===== src/rtl/display_scheduler.sv =====
// Display sequencer: shows the live base word, or a held (optionally blinking) message
// from one of two prioritised requesters.
module display_scheduler #(
    parameter int HOLD_TICKS  = 50_000_000,
    parameter int BLINK_TICKS = 12_500_000
) (
    input  logic        clk,
    input  logic        rst,
    input  logic [15:0] base_graphics,
    input  logic        hi_valid,
    input  logic [15:0] hi_graphics,
    input  logic        hi_blink,
    output logic        hi_ready,
    input  logic        lo_valid,
    input  logic [15:0] lo_graphics,
    input  logic        lo_blink,
    output logic        lo_ready,
    input  logic        clear,
    output logic [15:0] graphics,
    output logic        busy,
    output logic [1:0]  src
);
    typedef enum logic [1:0] {
        IDLE    = 2'd0,
        SHOW_LO = 2'd1,
        SHOW_HI = 2'd2
    } state_t;

    localparam logic [31:0] HOLD_LAST  = 32'(HOLD_TICKS - 1);
    localparam logic [31:0] BLINK_LAST = 32'(BLINK_TICKS - 1);

    state_t      state_q, state_d;
    logic [31:0] hold_q, hold_d;
    logic [31:0] bcnt_q, bcnt_d;
    logic        phase_q, phase_d;
    logic        blink_q, blink_d;
    logic [15:0] msg_q, msg_d;
    logic [15:0] graphics_q, graphics_d;

    logic expiring_s;
    logic hi_xfer_s;
    logic lo_xfer_s;

    // Handshake readiness; held low while in reset so nothing is accepted.
    always_comb begin
        expiring_s = (state_q != IDLE) && (hold_q == HOLD_LAST);
        hi_ready   = !rst && !clear &&
                     (state_q == IDLE || state_q == SHOW_LO || expiring_s);
        lo_ready   = !rst && !clear && !hi_valid &&
                     (state_q == IDLE || expiring_s);
        hi_xfer_s  = hi_valid && hi_ready;
        lo_xfer_s  = lo_valid && lo_ready;
    end

    // Next-state, counters and capture registers.
    always_comb begin
        state_d = state_q;
        hold_d  = hold_q;
        bcnt_d  = bcnt_q;
        phase_d = phase_q;
        blink_d = blink_q;
        msg_d   = msg_q;
        if (hi_xfer_s) begin
            state_d = SHOW_HI;
            msg_d   = hi_graphics;
            blink_d = hi_blink;
            hold_d  = 32'd0;
            bcnt_d  = 32'd0;
            phase_d = 1'b1;
        end else if (lo_xfer_s) begin
            state_d = SHOW_LO;
            msg_d   = lo_graphics;
            blink_d = lo_blink;
            hold_d  = 32'd0;
            bcnt_d  = 32'd0;
            phase_d = 1'b1;
        end else if (clear || expiring_s) begin
            state_d = IDLE;
            hold_d  = 32'd0;
            bcnt_d  = 32'd0;
            phase_d = 1'b1;
        end else if (state_q != IDLE) begin
            hold_d = hold_q + 32'd1;
            if (blink_q) begin
                if (bcnt_q == BLINK_LAST) begin
                    bcnt_d  = 32'd0;
                    phase_d = !phase_q;
                end else begin
                    bcnt_d = bcnt_q + 32'd1;
                end
            end else begin
                bcnt_d = bcnt_q;
            end
        end else begin
            state_d = IDLE;
        end
    end

    // Output word is derived from the next state so it lines up with the state register.
    always_comb begin
        graphics_d = 16'hFFFF;
        case (state_d)
            IDLE:    graphics_d = base_graphics;
            SHOW_LO,
            SHOW_HI: begin
                if (blink_d && !phase_d) begin
                    graphics_d = 16'hFFFF;
                end else begin
                    graphics_d = msg_d;
                end
            end
            default: graphics_d = 16'hFFFF;
        endcase
    end

    // State and output registers.
    always_ff @(posedge clk or posedge rst) begin
        if (rst) begin
            state_q    <= IDLE;
            hold_q     <= 32'd0;
            bcnt_q     <= 32'd0;
            phase_q    <= 1'b1;
            blink_q    <= 1'b0;
            msg_q      <= 16'hFFFF;
            graphics_q <= 16'hFFFF;
        end else begin
            state_q    <= state_d;
            hold_q     <= hold_d;
            bcnt_q     <= bcnt_d;
            phase_q    <= phase_d;
            blink_q    <= blink_d;
            msg_q      <= msg_d;
            graphics_q <= graphics_d;
        end
    end

    assign graphics = graphics_q;
    assign busy     = (state_q != IDLE);
    assign src      = state_q;

endmodule


===== config.mk =====
export PLATFORM = sky130hd
export DESIGN_NAME = display_scheduler
export DESIGN_NICKNAME = d
export VERILOG_FILES = /design/src/rtl/display_scheduler.sv
export SDC_FILE = /design/constraint.sdc
export NUM_CORES = 1
export LEC_CHECK = 0
export CAP_MARGIN = 5
export CORE_UTILIZATION = 45
export CTS_CLUSTER_DIAMETER = 60
export DETAILED_ROUTE_END_ITERATION = 7
export GPL_ROUTABILITY_DRIVEN = 0
export HOLD_SLACK_MARGIN = 0.03
export PLACE_DENSITY_LB_ADDON = 0.15
export SYNTH_ARGS = -nofsm -noshare
export SYNTH_HDL_FRONTEND = slang
export SYNTH_SLANG_ARGS = --single-unit

===== constraint.sdc =====
create_clock -name clk -period 3.09 [get_ports clk]
set_clock_uncertainty 0.05 [all_clocks]
set_input_delay 0.4635 -clock clk [delete_from_list [all_inputs] [get_ports clk]]
set_output_delay 0.4635 -clock clk [all_outputs]
set_load 0.1 [all_outputs]

# Word level (Yosys, flattened, before mapping)
# Index checks and enable logic that the tools add are counted.
word_totals:
  register_bits: 100
classes:
  n_addsub: 2
  n_eq_ne: 5
  muxes: 26
  n_reduce_logical: 24
op_table:
  columns: ["operator", "n"]
  rows:
  - ["two-way mux 32 bit", 10]
  - ["adder 32 x 1 -> 32 bit, second input constant", 2]
  - ["two-way mux 16 bit", 3]
  - ["== test 32 x 24 -> 1 bit, second input constant", 1]
  - ["== test 32 x 26 -> 1 bit, second input constant", 1]
  - ["one-hot mux 16 bit (2 select lines)", 1]
  - ["logical AND 1 bit", 8]
  - ["two-way mux 1 bit", 8]
  - ["two-way mux 2 bit", 4]
  - ["nonzero test 4 bit", 2]
  - ["zero test 1 bit", 5]
  - ["== test 2 x 1 -> 1 bit, second input constant", 2]
  - ["zero test 2 bit", 2]
  - ["logical OR 1 bit", 4]
  - ["== test 2 bit, second input constant", 1]
  - ["AND reduction 2 bit", 1]
  - ["nonzero test 2 bit", 1]
  - ["OR reduction 2 bit", 1]

# Depth between registers and ports, before layout
# Gate-level depths: netlist of run 1.
logic_depth:
  word_depth: 11
  mapped_depth: 13
  depth_no_buf: 11

# Least setup slack after synthesis of run 1
# No wires, ideal clock.
synth_path:
  kind: "register to output"
  from: "reg hold_q[13]"
  to: "out hi_ready"
  arrival_ps: 3424
  required_ps: 2576
  slack_ps: -848
  path_stages_with_launch: 5
  path_buffers: 0
  cell_sequence: "dfrtp_1 -> nand4_2 -> or4_4 -> o21a_2 -> nor3_1"
synth_via:
  elab_chain_len: 4
synth_lines:
  columns: ["element", "line", "rtl"]
  rows:
  - ["start: declaration", "33", "logic [31:0] hold_q, hold_d;"]
  - ["start signal: assignment", "128", "hold_q <= hold_d;"]
  - ["== test 32 x 26 -> 1 bit", "46", "expiring_s = (state_q != IDLE) && (hold_q == HOLD_LAST);"]
  - ["logical AND 1 bit", "46", null]
  - ["logical OR 1 bit", "48", "(state_q == IDLE || state_q == SHOW_LO || expiring_s);"]
  - ["logical AND 1 bit", "47", "hi_ready = !rst && !clear &&"]
  - ["end: declaration", "13", "output logic hi_ready,"]
# No other way between the ends.

# Worst setup path in the final report of run 1
layout_path:
  from: "reg hold_q[10]"
  to: "out hi_ready"
# Same word-level chain as after synthesis.

==> out/qor.yml, run 1 <==
worst_setup_path:
  cp_cell_sequence: "nor4b_1 -> nand4_1 -> o21a_2 -> buf_4 -> nor3_2 -> buf_12"
  endpoint_kind: "output pin"
  worstSetupPathType: "reg2out"
  required_ns: 2.58
  crit_fanout: 5
  slowest_delay_ns: 0.46
  startpoint_type: "flip-flop"
  cp.arrival_ns: 2.38
  slowest_stage: "nor4b_1"
sta:
  timing.fmax_mhz: 346
  setup_violations: 0
  hold_viol: 0
  rsz0062_at_grt: "false"
  tightest_slew_ns: 0.689
  tns_ns: 0
  drv_slew: 0
  relSlewSlack_pct: 54.1
  fin_crit_sh_pct: 93.6
  min_period_ns: 2.89
synthesis:
  netlist_instances: 542
  ys_ff_latch: 100
  yosysWarnings: 0
  syn_nets: 601
  synth_flop_cell: "dfrtp_1"
  avgSynthCellArea_um2: 9.70
  synth_edf_count: 0
  netlist_area_um2: 5260
  synthArstFlopShare_pct: 100
  ys_types: 53
  yosysSeqAreaShare_pct: 48.4
power:
  power_frac_comb_pct: 22.3
  seqPwrFrac_pct: 44.0
  p_sw_mw: 1.05
  power.leakage_nw: 2.74
  powerDensity_nw_per_um2: 517
  p_sw_share_pct: 30.7
  power_frac_clock_pct: 33.7
  p_total_mw: 3.40
  internal_power_mw: 2.36
  ir_worst_vdd_v: 0.000520
global_routing:
  grt_max_degree: 54
  antenna_found_initial: 0
  grt_util_all_layers_pct: 23.2
  grt_pass1_wl_um: 21400
  grt_remaining_overflow: 0
  grt_pass1_vias: 4264
worst_hold_path:
  hp-class: "reg2reg"
drt:
  num_vias: 4524
  first_pass_iters: 4
  drc: 0
  routed_wl_um: 13200
  avgRoutedWirePerCell_um: 17.1
  via_per_inst: 5.88
  first_iter_violations: 316
  antenna_left: 0
cells_and_area:
  multi_input_area_um2: 2620
  drive_gt1_share_pct: 17.5
  area_delta_synth_final_pct: 25.2
  num_antenna_cells: 0
  fin_cells: 770
  regArea_um2: 2550
  nets: 681
  fin_area_um2: 6590
  n_fill_cell: 1017
placed_design:
  post-place-cells: 753
  dp_hpwl_um: 9230
  placed_area_um2: 6250
  io_buffers: 75
die:
  die_w_um: 110
  die_h_um: 110
  dieArea_um2: 12100
  core_area_um2: 11400
  initial_core_util_pct: 46.1
  fp-row-count: 39
  io_pins: 76
clock_network:
  cts_buffers: 9
  cts.sinks: 100
  clockRootBuffer: "clkbuf_16"
  clk_pin_slew_worst_paths_ns: 0.07
  clk_latency_ns: 0.35
  cts_tree: "done"
  cts_max_level: 3
  cts_buffer_depth: 2
  cts-hold-fix-buffers: 0
job:
  maxCapViolations: 0
run_status:
  status: "completed"
layer usage:
metal | vias to the layer above | GRT usage, % | share of wire [%]
li1 | 2143 | - | -
met1 | 2233 | 32.4 | 46
met2 | 138 | 35.4 | 46
met3 | 10 | 7.29 | 6.8
met4 | 0 | 5.17 | 1.0
met5 | - | 0 | 0
critical path: cells and delay by family, from the launching register on:
family / cells / cell delay (ns)
AO/OA/AOI/OAI: 1 / 0.28
flip-flops: 1 / 0.42
AND/OR/NAND/NOR: 3 / 0.96
buffers and inverters: 2 / 0.38
repair_timing:
| action | in CTS | in global routing |
|---|---|---|
| buffers inserted | 0 | 1 |
| gates cloned | 0 | 0 |
| endpoints found under the hold margin | 0 | 0 |
| gates resized for setup | 0 | 3 |
| setup endpoints to repair | 16 | 16 |
| pin swaps | 1 | 2 |
through the flow:
| stage | setup WS [ns] | util, % | hold slack (ns) |
|---|---|---|---|
| after CTS | 0.0198 | 57.4 | 0.478 |
| after global routing | 0.0137 | 57.7 | 0.503 |
| final | 0.197 | 57.7 | 0.487 |
| after floorplan | -0.211 | - | 0.425 |
| after global placement | 0.0349 | 54.7 | 0.461 |
| after detailed placement | -0.128 | 54.7 | 0.461 |
power by group through the flow:
stage                     Clock (mW)  Sequential (mW)  Combinational, mW
after detailed placement           0             1.52              0.761
after global placement             0             1.52              0.749
after CTS                       1.18             1.50              0.762
final                           1.15             1.50              0.760
after floorplan                    0             1.80              0.262
after global routing            1.23             1.51              0.807
flip-flops by register name, indices dropped and copies added, names as in the netlist:
register / cells
graphics: 16
phase_q: 1
msg_q: 16
bcnt_q: 32
src: 2
blink_q: 1
hold_q: 32
cell families (layout without fill, tap and decap cells):
group,count (synthesis),in the layout,synth area share [%]
flops,100,100,48.4
buf+inv,36,121,2.85
compound gates,92,92,13.1
xor+xnor,43,43,7.16
simple gates,248,248,24.0
fa+ha+maj,4,4,0.952
mux,19,19,3.62
cell type report:
type,count,share of cell area (%)
repair buffers,94,13.5
inverters,11,0.703
well taps,143,2.72
clock buffers,16,4.62
multi-input cells,406,39.8
flip-flops and latches,100,38.7
final timing paths:
| path | from | to | slack (ns) | cells past startpoint |
|---|---|---|---|---|
| setup / recovery | hold_q[10]$_DFFE_PP0P_ | hi_ready | 0.20 | 6 |
| hold / removal | bcnt_q[10]$_DFFE_PP0P_ | bcnt_q[10]$_DFFE_PP0P_ | 0.49 | 1 |
| setup reg to reg | hold_q[10]$_DFFE_PP0P_ | graphics[8]$_DFF_PP1_ | 0.21 | 11 |
| hold reg to reg | bcnt_q[10]$_DFFE_PP0P_ | bcnt_q[10]$_DFFE_PP0P_ | 0.49 | 1 |
| max in group asynchronous | rst | hold_q[19]$_DFFE_PP0P_ | 1.55 | 4 |
| min in group asynchronous | rst | hold_q[4]$_DFFE_PP0P_ | 0.70 | 3 |
cells in the mapped netlist, drive strengths merged (12+ instances only):
| cell type | instances | area share, % |
|---|---|---|
| o211ai | 22 | 3.2 |
| dfrtp | 67 | 32 |
| nor2 | 89 | 6.4 |
| xnor2 | 15 | 2.5 |
| a221oi | 16 | 2.7 |
| clkbuf | 13 | 0.93 |
| nand3 | 15 | 1.4 |
| xor2 | 28 | 4.7 |
| buf | 12 | 1.1 |
| nand2 | 47 | 3.4 |
| nand4 | 33 | 4.2 |
| nor3 | 14 | 1.5 |
| mux2i | 19 | 3.6 |
| dfstp | 33 | 16 |
| a21oi | 24 | 2.3 |
placed cells by master (no fill, tap or decap), types with 21 or more instances in the layout:
cell,synthesis,routed
clkdlybuf4s50_1,0,54
dfstp_2,33,33
nand4_1,31,31
buf_4,1,36
o211ai_1,21,21
a21oi_1,24,24
dfrtp_1,67,65
nor2_1,89,88
xor2_1,28,28
nand2_1,45,45
No activity file was read; power rests on OpenSTA's default activity.
==> run 2: changes to the inputs <==
ABC_AREA = 0   (was unset)
==> results of run 2 <==
Final layout, timing and power as in run 1 (identical DEF).
